### config.mk
export PLATFORM = sky130hd
export DESIGN_NAME = des_dec_key_sched
export DESIGN_NICKNAME = d
export VERILOG_FILES = /design/src/rtl/des_dec_key_sched.sv
export SDC_FILE = /design/constraint.sdc
export NUM_CORES = 1
export LEC_CHECK = 0
export CORE_ASPECT_RATIO = 1.25
export CORE_UTILIZATION = 25
export CTS_CLUSTER_SIZE = 14
export DETAILED_ROUTE_END_ITERATION = 16
export PLACE_DENSITY = 0.55
export SLEW_MARGIN = 40
export SYNTH_ARGS = -nofsm -noshare
export SYNTH_HDL_FRONTEND = slang
export SYNTH_SLANG_ARGS = --single-unit
### constraint.sdc
create_clock -name clk -period 2.1 [get_ports clk]
set_input_delay 0.42 -clock clk [delete_from_list [all_inputs] [get_ports clk]]
set_output_delay 0.42 -clock clk [all_outputs]
set_load 0.01 [all_outputs]
### src/rtl/des_dec_key_sched.sv
// des_dec_key_sched
// -----------------------------------------------------------------------------
// Iterative DES key schedule that issues the 16 round subkeys in decryption
// order (K16 first, K1 last). It mirrors the encrypt-side schedule: C and D are
// rotated right instead of left, starting from the unrotated PC-1 halves.
// This works because the encrypt schedule rotates by 28 in total, so C16/D16
// equal C0/D0.
//
// Ports:
//   clk            system clock, rising edge
//   rst            synchronous active-high reset
//   key_in[63:0]   DES key, key_in[63] = DES bit 1, key_in[0] = DES bit 64
//   key_load       one-cycle strobe: capture key_in and (re)start a sequence
//   subkey[47:0]   current subkey, subkey[47] = PC-2 output bit 1
//   subkey_vld     subkey is valid
//   subkey_rdy     consumer accepts subkey when subkey_vld & subkey_rdy
//   round_idx[3:0] decrypt round index of subkey (0 = K16 ... 15 = K1)
//   busy           a sequence is in progress
//   done           one-cycle pulse after K1 has been accepted
//   key_parity_err 1 if any key byte had even parity at the last load
//                  (tied to 0 when PARITY_CHECK = 0)
// -----------------------------------------------------------------------------
module des_dec_key_sched #(
  parameter int PARITY_CHECK = 0
) (
  input  logic        clk,
  input  logic        rst,
  input  logic [63:0] key_in,
  input  logic        key_load,
  output logic [47:0] subkey,
  output logic        subkey_vld,
  input  logic        subkey_rdy,
  output logic [3:0]  round_idx,
  output logic        busy,
  output logic        done,
  output logic        key_parity_err
);

  localparam logic [0:0] ST_IDLE  = 1'b0;
  localparam logic [0:0] ST_ISSUE = 1'b1;

  // DES bit numbers (1-based, bit 1 = MSB). First 28 entries build C, the
  // remaining 28 build D.
  localparam int PC1 [0:55] = '{
    57, 49, 41, 33, 25, 17,  9,  1, 58, 50, 42, 34, 26, 18,
    10,  2, 59, 51, 43, 35, 27, 19, 11,  3, 60, 52, 44, 36,
    63, 55, 47, 39, 31, 23, 15,  7, 62, 54, 46, 38, 30, 22,
    14,  6, 61, 53, 45, 37, 29, 21, 13,  5, 28, 20, 12,  4
  };

  // Positions (1-based) within the 56-bit {C,D} word.
  localparam int PC2 [0:47] = '{
    14, 17, 11, 24,  1,  5,  3, 28, 15,  6, 21, 10,
    23, 19, 12,  4, 26,  8, 16,  7, 27, 20, 13,  2,
    41, 52, 31, 37, 47, 55, 30, 40, 51, 45, 33, 48,
    44, 49, 39, 56, 34, 53, 46, 42, 50, 36, 29, 32
  };

  logic [0:0]  state_reg;
  logic [27:0] c_reg;
  logic [27:0] d_reg;
  logic [47:0] subkey_reg;
  logic [3:0]  round_idx_reg;
  logic        vld_reg;
  logic        busy_reg;
  logic        done_reg;

  logic [55:0] load_cd;
  logic [47:0] load_sk;
  logic [27:0] c_next;
  logic [27:0] d_next;
  logic [55:0] rot_cd;
  logic [47:0] rot_sk;
  logic        rot_one;
  logic        handshake;
  logic [7:0]  byte_even;

  genvar gi;

  // PC-1 of the incoming key: {C0, D0}, no rotation.
  for (gi = 0; gi < 56; gi++) begin : g_pc1
    assign load_cd[55-gi] = key_in[64-PC1[gi]];
  end

  // Right-rotation amount undoes the encrypt left shift of round 16-idx.
  // Encrypt shifts of 1 occur in rounds 1, 2, 9 and 16, i.e. when the
  // current decrypt index is 15, 14, 7 or 0. The rotation on idx 15 (the
  // final handshake) returns C/D to PC-1 of the key.
  assign rot_one = (round_idx_reg == 4'd0)  || (round_idx_reg == 4'd7) ||
                   (round_idx_reg == 4'd14) || (round_idx_reg == 4'd15);

  assign c_next = rot_one ? {c_reg[0], c_reg[27:1]} : {c_reg[1:0], c_reg[27:2]};
  assign d_next = rot_one ? {d_reg[0], d_reg[27:1]} : {d_reg[1:0], d_reg[27:2]};
  assign rot_cd = {c_next, d_next};

  // PC-2 is applied both to the freshly loaded halves (gives K16) and to the
  // rotated halves, so the next subkey is ready in the same cycle.
  for (gi = 0; gi < 48; gi++) begin : g_pc2
    assign load_sk[47-gi] = load_cd[56-PC2[gi]];
    assign rot_sk[47-gi]  = rot_cd[56-PC2[gi]];
  end

  // Odd parity is expected on each key byte; flag the even ones.
  for (gi = 0; gi < 8; gi++) begin : g_par
    assign byte_even[gi] = ~^key_in[8*gi +: 8];
  end

  assign handshake = (state_reg == ST_ISSUE) && vld_reg && subkey_rdy;

  always_ff @(posedge clk) begin
    if (rst) begin
      state_reg     <= ST_IDLE;
      c_reg         <= '0;
      d_reg         <= '0;
      subkey_reg    <= '0;
      round_idx_reg <= '0;
      vld_reg       <= 1'b0;
      busy_reg      <= 1'b0;
      done_reg      <= 1'b0;
    end else begin
      done_reg <= 1'b0;
      // A load restarts from any state and wins over a same-cycle handshake.
      if (key_load) begin
        c_reg         <= load_cd[55:28];
        d_reg         <= load_cd[27:0];
        subkey_reg    <= load_sk;
        round_idx_reg <= 4'd0;
        vld_reg       <= 1'b1;
        busy_reg      <= 1'b1;
        state_reg     <= ST_ISSUE;
      end else if (handshake) begin
        c_reg <= c_next;
        d_reg <= d_next;
        if (round_idx_reg == 4'd15) begin
          // Last subkey taken: subkey and round_idx keep their final values.
          vld_reg   <= 1'b0;
          busy_reg  <= 1'b0;
          done_reg  <= 1'b1;
          state_reg <= ST_IDLE;
        end else begin
          subkey_reg    <= rot_sk;
          round_idx_reg <= round_idx_reg + 4'd1;
        end
      end
    end
  end

  if (PARITY_CHECK != 0) begin : g_parity_on
    logic perr_reg;
    always_ff @(posedge clk) begin
      if (rst) begin
        perr_reg <= 1'b0;
      end else if (key_load) begin
        perr_reg <= |byte_even;
      end
    end
    assign key_parity_err = perr_reg;
  end else begin : g_parity_off
    logic unused_byte_even;
    assign unused_byte_even = |byte_even;
    assign key_parity_err   = 1'b0;
  end

  assign subkey     = subkey_reg;
  assign subkey_vld = vld_reg;
  assign round_idx  = round_idx_reg;
  assign busy       = busy_reg;
  assign done       = done_reg;

endmodule

# Yosys cells after proc, flatten, opt, wreduce, memory -nomap -nowiden
# Cells that the tools add are included.
[word_totals] register_bits=110 in_bits=68 output_inout_bits=56 elab_cells=38
[classes] n_addsub=1 n_eq_ne=4 muxes=13 bitwise_logic=2 n_reduce_logical=12
[op_table] op="$mux W28" n=6
[op_table] op="$mux W48" n=3
[op_table] op="$eq A4 B4 Y1 const B" n=2
[op_table] op="$reduce_and A2 Y1" n=3
[op_table] op="$add A4 B1 Y4 const B" n=1
[op_table] op="$eq A4 B3 Y1 const B" n=1
[op_table] op="$logic_not A4 Y1" n=1
[op_table] op="$mux W1" n=4
[op_table] op="$reduce_bool A2 Y1" n=2
[op_table] op="$logic_or A1 B1 Y1" n=3
[op_table] op="$reduce_or A3 Y1" n=1
[op_table] op="$ne A2 B2 Y1 const B" n=1
[op_table] op="$not A1 Y1" n=2
[op_table] op="$reduce_or A2 Y1" n=1
[op_table] op="$logic_and A1 B1 Y1" n=1

# Logic depth before layout (Yosys ltp)
[logic_depth] word_depth=8 mapped_depth=8 ltp_nobuf=6

# Worst setup path after synthesis
# OpenSTA, ideal clock, no wires.
[synth_timing] path_kind="register to register" start="register round_idx_reg[0] (netlist: round_idx[0])" end="register d_reg[22]" setup_ns=0.129 arrival_ns=1.586 required_time_ns=1.971 setup_slack_ns=0.385 stages_incl_launch_ff=9 path_buffers=2 synth_period_minus_slack_ns=1.715 cell_sequence="dfxtp_1 > inv_1 > ha_1 > a21o_1 > a22o_1 > buf_6 > buf_6 > mux2i_1 > o21ai_0"
[synth_via] elab_chain_len=7 word_cells_on_any_way=10 classes_between="eq/ne: 3; mux: 3; reduce/logical: 4"
[synth_rtl] item="start: declaration" line="63" source="logic [3:0] round_idx_reg;"
[synth_rtl] item="start signal: assignment" line="142" source="round_idx_reg <= round_idx_reg + 4'd1;"
[synth_rtl] item="$eq A4 B3 Y1 / $logic_not A4 Y1 (equally long branches)" line="89" source="assign rot_one = (round_idx_reg == 4'd0) || (round_idx_reg == 4'd7) ||"
[synth_rtl] item="$logic_or A1 B1 Y1 (2 in a row)" line="89"
[synth_rtl] item="$logic_or A1 B1 Y1 (*)" line="90" source="(round_idx_reg == 4'd14) || (round_idx_reg == 4'd15);"
[synth_rtl] item="$mux W28 (*)" line="93" source="assign d_next = rot_one ? {d_reg[0], d_reg[27:1]} : {d_reg[1:0], d_reg[27:2]};"
[synth_rtl] item="$mux W28 (*)" line="131" source="end else if (handshake) begin"
[synth_rtl] item="$mux W28 (*)" line="123" source="if (key_load) begin"
[synth_rtl] item="end signal: assignment" line="125" source="d_reg <= load_cd[27:0];"
[synth_rtl] item="end signal: assignment" line="133" source="d_reg <= d_next;"
[synth_rtl] item="end: declaration" line="61" source="logic [27:0] d_reg;"
# Mark *: on every way between the ends. The rest lies on a longest branch, timed or not. The select of a mux whose other input is x is not followed.
# A chain may end at the register's enable or synchronous reset.

# Worst setup path after layout
[layout_timing] start="register round_idx_reg[0] (netlist: round_idx[0])" end="register subkey_reg[32] (netlist: subkey[32])"
[layout_via] elab_chain_len=8 word_cells_on_any_way=13 classes_between="eq/ne: 4; mux: 4; reduce/logical: 5"
[layout_rtl] item="$eq A4 B3 Y1 / $logic_not A4 Y1 (equally long branches)" line="89"
[layout_rtl] item="$logic_or A1 B1 Y1 (2 in a row)" line="89"
[layout_rtl] item="$logic_or A1 B1 Y1" line="90"
[layout_rtl] item="$mux W28" line="92" source="assign c_next = rot_one ? {c_reg[0], c_reg[27:1]} : {c_reg[1:0], c_reg[27:2]};"
[layout_rtl] item="$mux W48" line="134" source="if (round_idx_reg == 4'd15) begin"
[layout_rtl] item="$mux W48" line="131"
[layout_rtl] item="$mux W48" line="123"
[layout_rtl] item="end signal: assignment" line="126" source="subkey_reg <= load_sk;"
[layout_rtl] item="end signal: assignment" line="141" source="subkey_reg <= rot_sk;"
[layout_rtl] item="end: declaration" line="62" source="logic [47:0] subkey_reg;"
# Parallel ways exist; a longest one is shown, timed or not. The select of a mux whose other input is x is not followed.

==> metrics.log <==
INFO  metric place.gp.congestion = around 0.75
INFO  metric root_buffer = sky130_fd_sc_hd__clkbuf_16
INFO  metric clock_share_of_power = 0.361
INFO  metric final.min_clock_period = 1880 ps
INFO  metric startpoint_class = register
INFO  metric irDropWorstVdd = about 0.00034 V
INFO  metric drcViolationCount = 0
INFO  metric final.setup.tns = 0 ps
INFO  metric drt-total-wl = 13700 um
INFO  metric synth.avg_cell_area = 9.93 um^2
INFO  metric wl_per_cell = 17.2 um
INFO  metric synth_nets = around 540
INFO  metric status = completed
INFO  metric dieHeight = 154 um
INFO  metric period_share = 0.897
INFO  metric cts_sinks = 110
INFO  metric yosysSeqAreaShare = 0.474
INFO  metric setup_viol = 0
INFO  metric synth.yosys.warnings = 0
INFO  metric dieArea = between 0.015 and 0.02 mm^2
INFO  metric final-max-slew-violation-count = 0
INFO  metric worst_skew_pair.late_latency = 360 ps
INFO  metric post-synth-top-area-cell = sky130_fd_sc_hd__dfxtp_1
INFO  metric global_route_wire_length_before_repair = 21500 um
INFO  metric timing.fmax = 531 MHz
INFO  metric worstPathMaxFanout = 56
INFO  metric clk_slew_on_worst_s_h_paths = 70 ps
INFO  metric largest_register_ffs = 48
INFO  metric yosys-top-cells-area = sky130_fd_sc_hd__dfxtp_1 47%, sky130_fd_sc_hd__mux2i_1 12%, sky130_fd_sc_hd__o21ai_0 9.5%, sky130_fd_sc_hd__a32oi_1 9.0%, sky130_fd_sc_hd__a22oi_1 7.8%
INFO  metric final_layout_size_suffix_gt1_frac = 0.0670
INFO  metric drt_pass1_iterations = 5
INFO  metric tritoncts = built
INFO  metric pwr-share-seq = 0.494
INFO  metric synth_edf_count = 0
INFO  metric synth-seq-cells = 110
INFO  metric timing_worst_setup_path_type = reg2reg
INFO  metric mostFrequentLayoutCell = sky130_fd_sc_hd__clkdlybuf4s50_1
INFO  metric postRouteAntennaNets = 0
INFO  metric yosys.area.top_type_share = 0.474
INFO  metric initialDrtViolationCount = 190
INFO  metric hpwl = 9100 um
INFO  metric design_power_total = 4.66 mW
INFO  metric floorplan.initialDensity = 0.256
INFO  metric pwr-share-comb = 0.145
INFO  metric vias_per_cell = 5.16
INFO  metric die_width = 124 um
INFO  metric grtUsageTotal = 0.145
INFO  metric post_cts.repair.setup_buffers = 0
INFO  metric syn-cell-area = 0.00465 mm^2
INFO  metric place.port_buffers = 114
INFO  metric antenna_violations_before_repair = 0
INFO  metric worstReg2RegStart = round_idx[0]$_SDFFE_PP0P_
INFO  metric worst-r2r-setup-slack = 220 ps
INFO  metric max_cap_viol_count = 0
INFO  metric synth_async_sr_flop_share = 0
INFO  metric rsz_0062_raised_after_global_routing = no
INFO  metric intPower = 3.50 mW
INFO  metric endpoint_kind = register
INFO  metric p_leak = 2.46 nW
INFO  metric grt_max_degree = 57
INFO  metric min-delay-path-class = reg2reg
INFO  metric grt_pass1_vias = between 4000 and 5000
INFO  metric worst_setup_path_startpoint = round_idx[0]$_SDFFE_PP0P_
INFO  metric floorplan.rows = 55
INFO  metric layout_common_cells = 114 x sky130_fd_sc_hd__clkdlybuf4s50_1, 110 x sky130_fd_sc_hd__dfxtp_1, 88 x sky130_fd_sc_hd__o21ai_0
INFO  metric critical_path_arrival = 2120 ps
INFO  metric cts-htree-levels = 3
INFO  metric rr_endpoint = subkey[32]$_SDFFE_PP0P_
INFO  metric ys_types = 30
INFO  metric synthToLayoutAreaGrowth = 37.0%
INFO  metric vias = 4103
INFO  metric power_density = ~730 mW/mm^2
INFO  metric report.final.hold_viol_count = 0
INFO  metric ctsResizeCount = 0
INFO  metric syn-instance-count = around 470
INFO  metric worst_setup_path_endpoint = subkey[32]$_SDFFE_PP0P_
INFO  metric fin_skew = 7.91 ps
INFO  metric cts_buffer_count = 9
INFO  metric ioPinCount = about 120
INFO  metric worst-endpoint-required = 2340 ps
INFO  metric cts-root-to-sink-buffers = 2
INFO  metric dominantRegCellSynth = sky130_fd_sc_hd__dfxtp_1
INFO  metric filler_cell_count = 1852
INFO  metric net_switching_share_of_the_total_power = 0.249
INFO  metric core_area = 0.0182 mm^2
INFO  metric reg2reg_depth = 7
INFO  metric n_antenna_cell = 0
INFO  metric design.final.nets = 633
INFO  metric grt_remaining_overflow = 0
INFO  metric cts_hold_buffers = 0
INFO  metric p_switching = around 1.2 mW
==> synthesized netlist by cell type, types with 2 or more instances <==
cell type,count
sky130_fd_sc_hd__dfxtp_1,110
sky130_fd_sc_hd__o21ai_0,88
sky130_fd_sc_hd__mux2i_1,56
sky130_fd_sc_hd__a22oi_1,48
sky130_fd_sc_hd__a32oi_1,48
sky130_fd_sc_hd__clkbuf_1,27
sky130_fd_sc_hd__a21oi_1,10
sky130_fd_sc_hd__buf_2,9
sky130_fd_sc_hd__nor3b_1,8
sky130_fd_sc_hd__o21ai_1,8
sky130_fd_sc_hd__o22ai_1,8
sky130_fd_sc_hd__nand2_1,7
sky130_fd_sc_hd__nor2_1,7
sky130_fd_sc_hd__buf_4,6
sky130_fd_sc_hd__buf_6,6
sky130_fd_sc_hd__ha_1,3
sky130_fd_sc_hd__nand3_1,3
sky130_fd_sc_hd__inv_1,2
sky130_fd_sc_hd__nor2_2,2
sky130_fd_sc_hd__xnor2_1,2
==> final cells by class <==
type | instances | area [um^2] | area share
Sequential cell | 110 | 2200 | 0.346
Timing Repair Buffer | 132 | 1380 | 0.217
Tap cell | 228 | 285 | 0.0448
Clock inverter | 4 | 47.5 | 0.00747
Inverter | 2 | 7.51 | 0.00118
Multi-Input combinational cell | 307 | 2210 | 0.347
Clock buffer | 12 | 236 | 0.0371
==> metal layers <==
layer	share of wire	up-vias	global-route usage	routed length (um)
li1	-	1999	-	-
met1	0.43	1982	0.167	5960
met2	0.50	107	0.253	6830
met3	0.048	15	0.0288	652
met4	0.019	0	0.0669	257
met5	0	-	0	0
==> worst max-delay path: stages (launching register included) <==
cell and delay, ps:
sky130_fd_sc_hd__dfxtp_1 420, sky130_fd_sc_hd__inv_1 90, sky130_fd_sc_hd__ha_1 200, sky130_fd_sc_hd__a21o_1 190, sky130_fd_sc_hd__a22o_4 230, sky130_fd_sc_hd__buf_12 230
sky130_fd_sc_hd__mux2i_1 260, sky130_fd_sc_hd__o21ai_0 110
==> per-stage QoR <==
step / cells / instance area (um^2) / worst slack [ps] / hold WS (ps) / util
after global routing: 795 / 6370 / 77.2 / 532 / 0.350
after global placement: 777 / 6050 / -349 / 476 / 0.333
final: 795 / 6370 / 216 / 502 / 0.350
after floorplan: 468 / 4650 / 385 / 469 / -
after detailed placement: 779 / 6080 / -70.3 / 487 / 0.335
after CTS: 795 / 6370 / 195 / 505 / 0.350
==> power groups by stage <==
stage	Clock, mW	Sequential [mW]	Combinational (mW)
2_1_floorplan	0	2.36	0.299
3_3_place_gp	0	2.35	0.665
3_5_place_dp	0	2.35	0.679
4_1_cts	1.73	2.30	0.683
5_1_grt	1.81	2.32	0.734
6_report	1.68	2.30	0.675
==> cell families after synthesis <==
| family | Yosys count | synth area share |
|---|---|---|
| AOI/OAI and AO/OA | 212 | 0.296 |
| DFF | 110 | 0.474 |
| muxes | 56 | 0.121 |
| buffers and inverters | 51 | 0.0581 |
| and+or+nand+nor | 32 | 0.0366 |
| adders and majority gates | 3 | 0.00808 |
| xor gates and xnor gates | 3 | 0.00565 |
| other | 1 | 0.000807 |
==> how the worst min path moves through the flow <==
stage,from,endpoint,cells past startpoint,slack (ps)
after floorplan,c_reg[0]$_SDFFE_PP0P_,c_reg[0]$_SDFFE_PP0P_,2,470
after global placement,subkey[19]$_SDFFE_PP0P_,subkey[19]$_SDFFE_PP0P_,2,480
after detailed placement,subkey[12]$_SDFFE_PP0P_,subkey[12]$_SDFFE_PP0P_,2,490
after CTS,subkey[12]$_SDFFE_PP0P_,subkey[12]$_SDFFE_PP0P_,2,510
after global routing,subkey[41]$_SDFFE_PP0P_,subkey[41]$_SDFFE_PP0P_,2,530
final,subkey[12]$_SDFFE_PP0P_,subkey[12]$_SDFFE_PP0P_,2,500
No activity file was read; power rests on OpenSTA's default activity.
